==> src/rtl/mem_stage.sv <==
// Memory-access pipeline stage: latches the EXE bus, waits for load data, extracts and extends it.
// Optional load-stall counter enabled by defining MEM_STALL_CNT_EN.
module mem_stage #(
  parameter int unsigned EXE_BUS_W = 103,
  parameter int unsigned WB_BUS_W  = 102
) (
  input  logic                 clk,
  input  logic                 reset,
  input  logic                 EXE_to_MEM_valid,
  input  logic [EXE_BUS_W-1:0] EXE_to_MEM_bus,
  output logic                 MEM_allow_in,
  output logic                 MEM_to_WB_valid,
  input  logic                 WB_allow_in,
  output logic [WB_BUS_W-1:0]  MEM_to_WB_bus,
  input  logic [31:0]          data_sram_rdata,
  input  logic                 data_sram_data_ok,
  output logic [38:0]          MEM_wr_bus,
  output logic [31:0]          mem_stall_cnt
);

  localparam logic [9:0] OpLdB  = 10'b0010100000;
  localparam logic [9:0] OpLdH  = 10'b0010100001;
  localparam logic [9:0] OpLdW  = 10'b0010100010;
  localparam logic [9:0] OpLdBu = 10'b0010101000;
  localparam logic [9:0] OpLdHu = 10'b0010101001;

  logic                 mem_valid_q;
  logic [EXE_BUS_W-1:0] bus_q;
  logic                 rbuf_valid_q;
  logic [31:0]          rbuf_q;

  logic [31:0] exe_result;
  logic        res_from_mem;
  logic        gr_we;
  logic [4:0]  dest;
  logic [31:0] pc;
  logic [31:0] inst;

  logic        ready_go;
  logic        wb_fire;
  logic        rbuf_capture;
  logic [31:0] rdata_sel;
  logic [7:0]  byte_sel;
  logic [15:0] half_sel;
  logic [31:0] load_data;
  logic [31:0] final_result;

  assign exe_result   = bus_q[102:71];
  assign res_from_mem = bus_q[70];
  assign gr_we        = bus_q[69];
  assign dest         = bus_q[68:64];
  assign pc           = bus_q[63:32];
  assign inst         = bus_q[31:0];

  assign ready_go        = ~res_from_mem | rbuf_valid_q | data_sram_data_ok;
  assign MEM_to_WB_valid = mem_valid_q & ready_go;
  assign MEM_allow_in    = ~mem_valid_q | (MEM_to_WB_valid & WB_allow_in);
  assign wb_fire         = MEM_to_WB_valid & WB_allow_in;

  // Hold load data that arrives while writeback is stalled; the SRAM will not repeat it.
  assign rbuf_capture = data_sram_data_ok & mem_valid_q & res_from_mem & ~rbuf_valid_q &
                        ~WB_allow_in;

  always_ff @(posedge clk) begin
    if (reset) begin
      mem_valid_q  <= 1'b0;
      rbuf_valid_q <= 1'b0;
    end else begin
      if (MEM_allow_in) begin
        mem_valid_q <= EXE_to_MEM_valid;
      end
      if (wb_fire) begin
        rbuf_valid_q <= 1'b0;
      end else if (rbuf_capture) begin
        rbuf_valid_q <= 1'b1;
      end
    end
  end

  always_ff @(posedge clk) begin
    if (EXE_to_MEM_valid && MEM_allow_in) begin
      bus_q <= EXE_to_MEM_bus;
    end
    if (rbuf_capture) begin
      rbuf_q <= data_sram_rdata;
    end
  end

  assign rdata_sel = rbuf_valid_q ? rbuf_q : data_sram_rdata;

  always_comb begin
    byte_sel = rdata_sel[7:0];
    case (exe_result[1:0])
      2'd0:    byte_sel = rdata_sel[7:0];
      2'd1:    byte_sel = rdata_sel[15:8];
      2'd2:    byte_sel = rdata_sel[23:16];
      default: byte_sel = rdata_sel[31:24];
    endcase
    half_sel = exe_result[1] ? rdata_sel[31:16] : rdata_sel[15:0];
  end

  always_comb begin
    load_data = rdata_sel;
    case (inst[31:22])
      OpLdB:   load_data = {{24{byte_sel[7]}}, byte_sel};
      OpLdBu:  load_data = {24'd0, byte_sel};
      OpLdH:   load_data = {{16{half_sel[15]}}, half_sel};
      OpLdHu:  load_data = {16'd0, half_sel};
      OpLdW:   load_data = rdata_sel;
      default: load_data = rdata_sel;
    endcase
  end

  assign final_result  = res_from_mem ? load_data : exe_result;
  assign MEM_to_WB_bus = {final_result, gr_we, dest, pc, inst};
  assign MEM_wr_bus    = {mem_valid_q & gr_we, mem_valid_q & res_from_mem & ~ready_go,
                          dest, final_result};

`ifdef MEM_STALL_CNT_EN
  logic [31:0] stall_cnt_q;

  always_ff @(posedge clk) begin
    if (reset) begin
      stall_cnt_q <= 32'd0;
    end else if (mem_valid_q && res_from_mem && !ready_go) begin
      stall_cnt_q <= stall_cnt_q + 32'd1;
    end
  end

  assign mem_stall_cnt = stall_cnt_q;
`else
  assign mem_stall_cnt = 32'd0;
`endif

endmodule

==> config.mk <==
export PLATFORM = sky130hd
export DESIGN_NAME = mem_stage
export DESIGN_NICKNAME = d
export VERILOG_FILES = /design/src/rtl/mem_stage.sv
export SDC_FILE = /design/constraint.sdc
export NUM_CORES = 1
export LEC_CHECK = 0
export ABC_CLOCK_PERIOD_IN_PS = 6960
export CORE_MARGIN = 2
export CORE_UTILIZATION = 40
export CTS_CLUSTER_DIAMETER = 80
export DETAILED_ROUTE_END_ITERATION = 6
export DONT_BUFFER_PORTS = 1
export SKIP_LAST_GASP = 1
export SLEW_MARGIN = 20
export SYNTH_ARGS = -nofsm -noshare
export SYNTH_HDL_FRONTEND = slang
export SYNTH_SLANG_ARGS = --single-unit
==> constraint.sdc <==
create_clock -name clk -period 6.96 [get_ports clk]
set_input_delay 1.392 -clock clk [delete_from_list [all_inputs] [get_ports clk]]
set_output_delay 1.392 -clock clk [all_outputs]
set_load 0.02 [all_outputs]
==> flow_summary.ini <==
[global_routing]
grtUsageTotal_pct = 16.8
grt_max_degree = 81
antenna_found_initial = 1
grt_overflow = 0
grt_pass1_vias = 3844
grt_pass1_wl_mm = 24.1

[sta]
grt_setup_unrepaired = false
max_freq_mhz = 201
slew_headroom_pct = 23.5
slew_viol_final = 0
setup_viol = 0
worst_pin_slew_ps = 1150
timing.final.crit_share_pct = 71.5
post-route-min-period_ps = 4980
final_hold_viol_count = 0
fin_skew_ps = 10.2
fin_tns_setup_ps = 0

[clock_network]
post_cts_buffers = 0
clock_latency_ps = 420
cts_max_level = 4
cts_tree = done
cts_resized = 0
clk_pin_slew_ps = 60
cts_made_buffers = 17
clock_sinks = 137
cts_hold_buf = 0
cts_buffer_depth = 2
clockRootBuffer = clkbuf_16

[placed_design]
port_buffers = 0
dpl_cell_area_mm2 = 0.00671
routabilityCongestion = 0.805
hpwlAfterDp_mm = 11.6

[floorplan]
core_mm2 = 0.0179
ios = 315
die_area_mm2 = 0.0193
die_w_um = 139
die_h_um = 139
start_util_pct = 40.6
std_cell_rows = 49

[routing]
wirelength_mm = 16.5
drc = 0
post_drt_via_cell_ratio = 5.60
post_drt_wl_per_cell_um = 24.4
ant_nets = 0
drt-initial-drc-count = 163
drt_pass1_iterations = 4
num_vias = 3781

[critical_path]
arrival_ps = 3590
crit_type = in -> out
critPathCaptureType = output pin
path_cells = mux2_2 -> mux4_2 -> a311oi_2 -> a21oi_1
required_ps = 5570
path_max_fanout = 7
cpPeakStageDelay_ps = 780
start_kind = input pin
ff2ff_setup_slack_ps = 3740
startpoint = data_sram_rdata[23]
reg2reg_from = rbuf_valid_q$_SDFFE_PP0P_
slowest_stage = a311oi_2

[cells_and_area]
final_cell_mix = 135 x edfxtp_1, 36 x nand2_1, 32 x conb_1, 27 x a211oi_1, 25 x mux4_2
finalNetCount = 573
final_area_mm2 = 0.00732
syn_to_final_growth_pct = 0.636
num_antenna_cells = 0
drive_above_1_share_pct = 24.0
final_common_cell = edfxtp_1

[power]
power_density_mw_per_mm2 = 296
vdd_drop_max_mv = 0.179
power_leakage_nw = 2.42

[synthesis]
synthTopCellsByArea = edfxtp_1 56%, buf_4 14%, mux4_2 7.7%
netlist_instances = 530
synth_edf_count = 135
synth_ff_type = edfxtp_1
synth.top_cell.area_share_pct = 55.7
ys_ff_latch = 137
yosysUniqueCellTypes = 41
yosysWarnings = 0
netlist_area_mm2 = 0.00728
yosysSeqAreaShare_pct = 56.3
synth.avg_cell_area_um2 = 13.7
yosysTopAreaCell = edfxtp_1
synth_async_sr_flop_share_pct = 0

[job]
max_cap_viol_count = 0

[outcome]
status = complete, no violations

[worst_hold_path]
min_path_type = reg -> reg
hold_start = mem_valid_q$_SDFFE_PP0N_
-- path summary, 6_finish.rpt --
path	end	cells past startpoint
max	MEM_wr_bus[11]	4
min	mem_valid_q$_SDFFE_PP0N_	2
max reg2reg	bus_q[70]$_DFFE_PP_	5
min reg2reg	mem_valid_q$_SDFFE_PP0N_	2
-- kinds of logic (layout without fill, tap and decap cells) --
kind of cell | Yosys count | count (layout) | share of synthesized area, %
buffers and inverters | 170 | 55 | 16.3
DFF | 137 | 137 | 56.3
and+or+nand+nor | 80 | 80 | 5.21
AOI/OAI and AO/OA | 73 | 73 | 7.34
muxes | 69 | 69 | 14.8
other | 1 | 32 | 0.0515
-- where the power goes --
group / total, mW / switching, mW / internal (mW)
Sequential: 1.01 / 0.0538 / 0.959
Clock: 0.945 / 0.370 / 0.574
Combinational: 0.212 / 0.149 / 0.0633
-- cell type report --
class / count / area, um^2
Fill cell: 1712 / 10600
Sequential cell: 137 / 4100
Multi-Input combinational cell: 254 / 2150
Clock buffer: 18 / 429
Tap cell: 229 / 287
Clock inverter: 14 / 189
Timing Repair Buffer: 19 / 155
Inverter: 4 / 15.0
-- through the flow --
| stage | power, mW | worst slack, ps | hold WS [ps] | utilization [%] | instances |
|---|---|---|---|---|---|
| finish | 2.17 | 1980 | 743 | 40.9 | 675 |
| global route | 2.25 | 1960 | 776 | 40.9 | 675 |
| CTS | 2.20 | 1990 | 742 | 40.9 | 675 |
| detailed placement | 1.24 | 1990 | 730 | 37.5 | 643 |
| global placement | 1.24 | 2010 | 703 | 37.5 | 643 |
| floorplan | 1.26 | 2140 | 652 | - | 561 |
-- registers in the layout, indices dropped and copies added, names as in the netlist --
name and flops:
rbuf_valid_q 1, mem_valid_q 1, rbuf_q 32, bus_q 103
-- metal layers --
layer  GRT usage (%)  part of all wire [%]  vias up
li1                -                     -     1650
met1            19.8                    39     1857
met2            27.5                    49      257
met3            7.84                    11       15
met4            5.10                   1.0        2
met5               0                 0.079        -
-- cell usage after synthesis (2+ instances only) --
cell / count
o211ai_1: 2
edfxtp_1: 135
nor4b_1: 2
buf_1: 2
mux2i_1: 23
clkbuf_1: 15
o22ai_1: 8
and3_1: 6
buf_6: 2
buf_2: 7
mux4_1: 3
a211oi_1: 32
a21oi_1: 10
nor3_1: 6
o32a_1: 6
o21ai_0: 9
inv_1: 3
buf_4: 140
mux2_2: 17
or4b_2: 2
nor2_1: 19
nand2b_1: 2
mux4_2: 25
dfxtp_1: 2
nand2_1: 36
-- worst max-delay path, delay by kind of cell --
kind | cells | cell delay (ps)
mux | 2 | 830
compound gates | 2 | 1360
No activity file was read; power rests on OpenSTA's default activity.
